<file path="src/rtl/cosim_commit_queue.sv">
// cosim_commit_queue
// Buffers retire records from the core so a co-simulation checker can
// consume them at its own pace. Every retire attempt is stamped with a
// 32-bit sequence number. A push that finds the queue full is dropped and
// recorded in a sticky flag and a saturating counter, and it still uses up
// a sequence number, so the checker sees a gap where commits were lost.
// stall_o asks the core to pause retirement once occupancy reaches AF_TH.
//
// Handshake: chk_valid_o is high whenever the queue holds an entry, and the
// head fields are valid while it is high. The head is consumed on a rising
// edge where chk_valid_o && chk_ready_i && !clear_i. chk_valid_o never
// depends on chk_ready_i, and no input reaches an output combinationally.
module cosim_commit_queue #(
   parameter int DEPTH = 16,
   parameter int AF_TH = 12
) (
   input  logic                     clk,
   input  logic                     rst_n,
   input  logic                     enable_i,
   input  logic                     clear_i,
   input  logic                     commit_valid_i,
   input  logic [63:0]              commit_pc_i,
   input  logic [31:0]              commit_ins_i,
   input  logic [4:0]               commit_dst_i,
   input  logic                     commit_wr_valid_i,
   input  logic [63:0]              commit_data_i,
   input  logic                     commit_xcpt_i,
   input  logic [63:0]              commit_cause_i,
   output logic                     chk_valid_o,
   input  logic                     chk_ready_i,
   output logic [63:0]              chk_pc_o,
   output logic [31:0]              chk_ins_o,
   output logic [4:0]               chk_dst_o,
   output logic                     chk_wr_valid_o,
   output logic [63:0]              chk_data_o,
   output logic                     chk_xcpt_o,
   output logic [63:0]              chk_cause_o,
   output logic [31:0]              chk_seq_o,
   output logic                     stall_o,
   output logic [$clog2(DEPTH):0]   count_o,
   output logic                     overflow_o,
   output logic [15:0]              drop_cnt_o
);

   localparam int PW = $clog2(DEPTH);
   localparam int CW = PW + 1;

   // Thresholds held at count width so every comparison is width-matched.
   localparam logic [CW-1:0] DEPTH_C = CW'(DEPTH);
   localparam logic [CW-1:0] AF_C    = CW'(AF_TH);

   // Record storage. Each field has its own array; none of it is reset,
   // because the head fields are meaningless while the queue is empty.
   logic [63:0] pc_mem    [DEPTH];
   logic [31:0] ins_mem   [DEPTH];
   logic [4:0]  dst_mem   [DEPTH];
   logic        wr_mem    [DEPTH];
   logic [63:0] data_mem  [DEPTH];
   logic        xcpt_mem  [DEPTH];
   logic [63:0] cause_mem [DEPTH];
   logic [31:0] seq_mem   [DEPTH];

   // Control state.
   logic [PW-1:0] wr_ptr;
   logic [PW-1:0] rd_ptr;
   logic [CW-1:0] count_q;
   logic [CW-1:0] count_nxt;
   logic [31:0]   seq_q;
   logic          stall_q;
   logic          overflow_q;
   logic [15:0]   drop_q;

   // Per-cycle decisions.
   logic push_try;
   logic pop;
   logic full;
   logic push;
   logic drop;
   logic head_valid;

   // A flush cycle suppresses both sides of the queue; it is not a drop.
   assign push_try   = commit_valid_i & enable_i & ~clear_i;
   assign head_valid = (count_q != '0);
   assign pop        = head_valid & chk_ready_i & ~clear_i;
   assign full       = (count_q == DEPTH_C);
   // When full, a same-cycle pop frees the slot that the push then takes.
   assign push       = push_try & (~full | pop);
   assign drop       = push_try & ~push;

   // Next occupancy; stall_o is registered from this post-update value.
   always_comb begin
      count_nxt = count_q;
      if (clear_i) begin
         count_nxt = '0;
      end else begin
         unique case ({push, pop})
            2'b10:   count_nxt = count_q + CW'(1);
            2'b01:   count_nxt = count_q - CW'(1);
            default: count_nxt = count_q;
         endcase
      end
   end

   // Pointers and occupancy; pointers wrap naturally since DEPTH is 2^PW.
   always_ff @(posedge clk or negedge rst_n) begin
      if (!rst_n) begin
         wr_ptr  <= '0;
         rd_ptr  <= '0;
         count_q <= '0;
      end else if (clear_i) begin
         wr_ptr  <= '0;
         rd_ptr  <= '0;
         count_q <= '0;
      end else begin
         if (push) begin
            wr_ptr <= wr_ptr + PW'(1);
         end
         if (pop) begin
            rd_ptr <= rd_ptr + PW'(1);
         end
         count_q <= count_nxt;
      end
   end

   // Sequence counter advances on every attempt, accepted or dropped, so
   // lost commits leave a gap; a flush leaves it untouched.
   always_ff @(posedge clk or negedge rst_n) begin
      if (!rst_n) begin
         seq_q <= '0;
      end else if (push_try) begin
         seq_q <= seq_q + 32'd1;
      end
   end

   // Sticky overflow (cleared by flush) and saturating drop counter
   // (kept across flush so the checker can still see the total loss).
   always_ff @(posedge clk or negedge rst_n) begin
      if (!rst_n) begin
         overflow_q <= 1'b0;
         drop_q     <= '0;
      end else if (clear_i) begin
         overflow_q <= 1'b0;
      end else if (drop) begin
         overflow_q <= 1'b1;
         if (drop_q != 16'hFFFF) begin
            drop_q <= drop_q + 16'd1;
         end
      end
   end

   // Almost-full stall request, registered from the next occupancy.
   always_ff @(posedge clk or negedge rst_n) begin
      if (!rst_n) begin
         stall_q <= 1'b0;
      end else begin
         stall_q <= (count_nxt >= AF_C);
      end
   end

   // Record write at the tail slot on an accepted push.
   always_ff @(posedge clk) begin
      if (push) begin
         pc_mem[wr_ptr]    <= commit_pc_i;
         ins_mem[wr_ptr]   <= commit_ins_i;
         dst_mem[wr_ptr]   <= commit_dst_i;
         wr_mem[wr_ptr]    <= commit_wr_valid_i;
         data_mem[wr_ptr]  <= commit_data_i;
         xcpt_mem[wr_ptr]  <= commit_xcpt_i;
         cause_mem[wr_ptr] <= commit_cause_i;
         seq_mem[wr_ptr]   <= seq_q;
      end
   end

   // Head fields come straight from storage at the read pointer.
   assign chk_valid_o    = head_valid;
   assign chk_pc_o       = pc_mem[rd_ptr];
   assign chk_ins_o      = ins_mem[rd_ptr];
   assign chk_dst_o      = dst_mem[rd_ptr];
   assign chk_wr_valid_o = wr_mem[rd_ptr];
   assign chk_data_o     = data_mem[rd_ptr];
   assign chk_xcpt_o     = xcpt_mem[rd_ptr];
   assign chk_cause_o    = cause_mem[rd_ptr];
   assign chk_seq_o      = seq_mem[rd_ptr];

   // Status outputs.
   assign count_o    = count_q;
   assign stall_o    = stall_q;
   assign overflow_o = overflow_q;
   assign drop_cnt_o = drop_q;

endmodule

</file>
<file path="config.mk">
export PLATFORM = sky130hd
export DESIGN_NAME = cosim_commit_queue
export DESIGN_NICKNAME = d
export VERILOG_FILES = /design/src/rtl/cosim_commit_queue.sv
export SDC_FILE = /design/constraint.sdc
export NUM_CORES = 2
export LEC_CHECK = 0
export CAP_MARGIN = 15
export CELL_PAD_IN_SITES_DETAIL_PLACEMENT = 2
export CELL_PAD_IN_SITES_GLOBAL_PLACEMENT = 2
export CORE_MARGIN = 2
export CORE_UTILIZATION = 50
export CTS_BUF_LIST = sky130_fd_sc_hd__clkbuf_2
export CTS_CLUSTER_SIZE = 40
export DETAILED_ROUTE_END_ITERATION = 8
export PLACE_DENSITY_LB_ADDON = 0.1
export SYNTH_ARGS = -nofsm -noshare
export SYNTH_HDL_FRONTEND = slang
export SYNTH_MEMORY_MAX_BITS = 65536
export SYNTH_SLANG_ARGS = --single-unit
</file>
<file path="constraint.sdc">
create_clock -name clk -period 26.6 [get_ports clk]
set_clock_uncertainty 0.15 [all_clocks]
set_input_delay 3.99 -clock clk [delete_from_list [all_inputs] [get_ports clk]]
set_output_delay 3.99 -clock clk [all_outputs]
set_load 0.05 [all_outputs]
</file>
==> out/results.tsv, run 1 <==
stage	metric	value	unit
yosys	Netlist Area Pre-Place	0.163	mm^2
yosys	ys async rst share	1.48	%
yosys	Post-Syn Nets	8355	
floorplanning	Ports	524	
outcome	Halt Stage	detailed placement (3_5_place_dp)	
yosys	largest family of logic cells by synthesized area	multiplexers	
yosys	synth top area cells	edfxtp_1 (77%), mux4_2 (7.3%), mux2i_1 (4.8%)	
yosys	Yosys top cell area share	77.3	%
yosys	simple-gate share of the synthesized area	1.09	%
yosys	Syn Area/Cell	20.2	um^2
yosys	Post-synth EDFFs	4208	
yosys	Yosys top cell by area	edfxtp_1	
floorplanning	Die Span Y	576	um
yosys	mux cell area share after synthesis	13.9	%
place	IO buf count	523	
yosys	register area share after synthesis	78.3	%
yosys	most used flip-flop cell after synthesis	edfxtp_1	
place	GPL Wtd Cong	0.753	
yosys	Mapped Cells	8107	
floorplanning	Rows	209	
yosys	Synth Area in XOR/XNOR	0.284	%
floorplanning	Initial Utilization	50.3	%
outcome	Err	[ERROR DPL-0033] detailed placement checks failed during check placement.	
yosys	synth warn	0	
floorplanning	die span in x	576	um
yosys	post-synthesis compound-gate area fraction	5.11	%
place	dpl hpwl	296000	um
yosys	post-synthesis adder-cell area fraction	0.0888	%
outcome	outcome	stopped before the end	
yosys	synthesis-stage register bit count	4271	
yosys	count of different cell masters after synthesis	50	
==> logic make-up after synthesis <==
logic type,Yosys count
flops,4271
mux,1583
compound gates,1330
buf+inv,457
simple gates,402
xor+xnor,53
fa+ha+maj,11
==> cell usage after synthesis (2+ instances only) <==
cell,instances
edfxtp_1,4208
mux2i_1,788
mux4_2,529
o21ai_0,469
nand2_1,288
a21oi_1,267
mux2_2,266
a221oi_1,262
a22oi_1,262
clkbuf_1,251
buf_2,150
dfrtp_1,63
o21ai_1,56
nor2_1,31
xnor2_1,31
buf_4,22
xor2_1,22
buf_1,21
nand3_1,16
and4_1,13
inv_1,13
and2_1,12
nand4_1,11
ha_1,10
and3_1,6
nor3_1,5
nand2b_1,3
nor2b_1,3
o211ai_1,3
or4_1,3
and3b_1,2
nor4_4,2
or3_1,2
==> through the flow <==
stage             hold WS, ns  std cells  area, um^2  setup WS, ns
global placement        0.329      12700      174000         15.51
floorplan               0.401       8107      163000          2.78
==> run 2, diff against run 1 <==
==> config.mk (replaced) <==
export PLATFORM = sky130hd
export DESIGN_NAME = cosim_commit_queue
export DESIGN_NICKNAME = d
export VERILOG_FILES = /design/src/rtl/cosim_commit_queue.sv
export SDC_FILE = /design/constraint.sdc
export NUM_CORES = 2
export LEC_CHECK = 0
export CAP_MARGIN = 15
export CORE_MARGIN = 2
export CORE_UTILIZATION = 35
export DETAILED_ROUTE_END_ITERATION = 8
export PLACE_DENSITY_LB_ADDON = 0.15
export SYNTH_ARGS = -nofsm -noshare
export SYNTH_HDL_FRONTEND = slang
export SYNTH_MEMORY_MAX_BITS = 65536
export SYNTH_SLANG_ARGS = --single-unit
==> out/results.tsv, run 2 <==
stage	metric	value	unit	change
global_routing	largest net degree at the start of global routing	141		
finish	Area growth syn-to-layout	16.6	%	
critical_path	Setup crit end kind	output port		
yosys	Yosys top cell by area	edfxtp_1		
yosys	most used flip-flop cell after synthesis	edfxtp_1		
critical_path	CP cell instances	buf_12, buf_4, buf_4, buf_4, buf_4, mux2_2, o21ai_0, a21oi_1, a22oi_1, nand2_1, clkdlybuf4s50_1		
route	Routed WL	443000	um	
clocking	clk slew on worst S/H paths	0.06	ns	
critical_path	WP buf/inv	6		
yosys	synth top area cells	edfxtp_1 (77%), mux4_2 (7.3%), mux2i_1 (4.8%)		
yosys	Syn Area/Cell	20.2	um^2	unchanged
job	Max Cap Viol	0		
global_routing	first-pass GRT wire length	628000	um	
route	vias per cell	5.31		
finish	Final #Nets	9058		
clocking	clock sink count	4271		
finish	Largest regs	cause_mem x1024, data_mem x1024, pc_mem x1024		
critical_path	Worst Path Required	22.46	ns	
sta	Slew Viols, Final	0		
sta	unrepaired setup endpoints after global routing	false		
finish	Fillers	40800		
floorplanning	Die Footprint	0.472	mm^2	
yosys	mux cell area share after synthesis	13.9	%	unchanged
critical_path	Crit Path Category	register to output port		
clocking	Clk Latency, worst-skew pair	0.98	ns	
clocking	CTS tree	built		
yosys	Post-Syn Nets	8355		unchanged
clocking	Setup Buffers After CTS	0		
floorplanning	Initial Utilization	35.2	%	-15 points
critical_path	CP delay by family, top	buffers and inverters		
global_routing	global-route usage over all layers	18.3	%	
sta	Final setup viols	0		
power	worst vdd ir	0.0588	mV	
sta	fin crit period	12.20	ns	
place	DP Worst Slack	15.20	ns	
route	Initial DRC Count	6928		
outcome	outcome	finished, final reports clean		
critical_path	CP Launch Type	register		
route	Remaining DRCs	0		
clocking	Num CTS Buffers	453		
yosys	most common cell in the netlist	edfxtp_1		
yosys	count of different cell masters after synthesis	50		unchanged
yosys	simple-gate share of the synthesized area	1.09	%	unchanged
critical_path	Crit-path slowest cell	buf_4		
route	via count	81700		
critical_path	worst-path maximum fanout	109		
clocking	CTS max path bufs	4		
critical_path	Most common cell on crit path	buf_4		
yosys	register area share after synthesis	78.3	%	unchanged
sta	Worst-Margin Slew	1.16	ns	
floorplanning	Rows	250		+20%
finish	most common cell after layout, fill and taps aside	edfxtp_1		
global_routing	gr ovfl total	0		
critical_path	Critical Path AT	8.06	ns	
critical_path	CP peak stage delay	0.96	ns	
place	dpl hpwl	225000	um	-24%
route	DRT Pass-1 Iters	7		
place	GPL Wtd Cong	0.734		-2.5%
sta	setup_tns	0	ns	
sta	fmax	0.0819	GHz	
global_routing	initial antenna violation count	96		
route	antenna viol nets, final	0		
floorplanning	Ports	524		unchanged
yosys	post-synthesis adder-cell area fraction	0.0888	%	unchanged
yosys	post-synthesis compound-gate area fraction	5.11	%	unchanged
clocking	Root Driver	clkbuf_16		
yosys	largest family of logic cells by synthesized area	multiplexers		
floorplanning	core footprint	0.464	mm^2	
yosys	Yosys top cell area share	77.3	%	unchanged
finish	share of layout cells above drive strength 1	17.3	%	
yosys	Post-synth EDFFs	4208		unchanged
min_path	worst hold path class	register to register		
clocking	H-tree depth	5		
sta	worst setup slack after layout	14.40	ns	
sta	Rel. slew slack	21.9	%	
clocking	# resized after CTS	0		
global_routing	vias in the first global route	84800		
place	IO buf count	523		unchanged
power	Pwr per Cell Area	77.9	mW/mm^2	
clocking	# hold bufs at CTS	0		
yosys	Synth Area in XOR/XNOR	0.284	%	unchanged
yosys	synth warn	0		unchanged
power	Lkg Pwr	58.1	nW	
floorplanning	die span in x	687	um	+19%
route	Routed WL per cell	28.8	um	
yosys	Netlist Area Pre-Place	0.163	mm^2	unchanged
sta	Hold Fails Final Rpt	0		
finish	most frequent cells in the layout	edfxtp_1 (4208), mux2i_1 (788), mux4_2 (529)		
yosys	ys async rst share	1.48	%	unchanged
sta	final worst-path cycle share	45.9	%	
yosys	synthesis-stage register bit count	4271		unchanged
yosys	Post-synth top cells	edfxtp_1 (4208), mux2i_1 (788), mux4_2 (529)		
yosys	Mapped Cells	8107		unchanged
floorplanning	Die Span Y	687	um	+19%
## run 2: cell counts after synthesis
No cell type changed its count.
## run 2: final timing paths
check / depth (start not counted) / to / start / slack [ns]
worst min-delay path: 1 / drop_cnt_o[14]$_DFFE_PN0P_ / drop_cnt_o[14]$_DFFE_PN0P_ / 0.35
worst min register to register: 1 / drop_cnt_o[14]$_DFFE_PN0P_ / drop_cnt_o[14]$_DFFE_PN0P_ / 0.35
worst max-delay path: 11 / chk_cause_o[4] / rd_ptr[0]$_DFFE_PN0P_ / 14.40
max in group asynchronous: 1 / rd_ptr[0]$_DFFE_PN0P_ / rst_n / 22.58
worst max register to register: 8 / data_mem[14][43]$_DFFE_PP_ / count_o[0]$_DFF_PN0_ / 20.76
min in group asynchronous: 1 / drop_cnt_o[3]$_DFFE_PN0P_ / rst_n / 2.99
## run 2: layer usage
layer / part of all wire (%) / GRT usage [%] / up-vias
li1: - / - / 35000
met1: 43 / 24.4 / 44100
met2: 50 / 31.7 / 1961
met3: 4.6 / 2.71 / 651
met4: 2.0 / 3.76 / 30
met5: 0.041 / 0 / -
## run 2: cell families after synthesis
group                      count (synthesis)
muxes                                   1583
DFF                                     4271
and+or+nand+nor                          402
AOI/OAI and AO/OA                       1330
buffers and inverters                    457
xor gates and xnor gates                  53
adders and majority gates                 11
## run 2: final cells by class
cell class / instances / area, um^2 / share of cell area [%]
multi-input cells: 3379 / 33600 / 17.6
clock inverters: 259 / 2550 / 1.34
flip-flops and latches: 4271 / 128000 / 67.1
clock buffers: 580 / 11900 / 6.23
diodes: 21 / 52.6 / 0.0276
repair buffers: 692 / 6810 / 3.57
inverters: 13 / 48.8 / 0.0256
well taps: 6174 / 7720 / 4.05
## run 2: where the power goes
part | switching [W] | total (W) | internal (W)
logic | 0.000753 | 0.00127 | 0.000519
clock network | 0.00265 | 0.00611 | 0.00347
registers | 0.0000322 | 0.00746 | 0.00743
## run 2: worst reg2reg max path: cells and delay by family, from the launching register on
family	cells	cell delay (ns)
AOI/OAI and AO/OA	1	0.53
buffers and inverters	4	3.19
and+or+nand+nor	3	1.07
DFF	1	0.50
## run 2: per-stage QoR
stage | hold WS (ns) | instance area, um^2 | utilization, % | total power, W | instances
2_1_floorplan | 0.401 | 163000 | - | 0.00846 | 8107
3_5_place_dp | 0.341 | 176000 | 37.9 | 0.00890 | 14500
6_report | 0.346 | 191000 | 41.1 | 0.0148 | 15400
4_1_cts | 0.350 | 191000 | 41.1 | 0.0150 | 15400
3_3_place_gp | 0.330 | 176000 | 37.9 | 0.00888 | 14500
5_1_grt | 0.372 | 191000 | 41.1 | 0.0153 | 15400
Note: power is estimated with default switching activity, not from simulation.
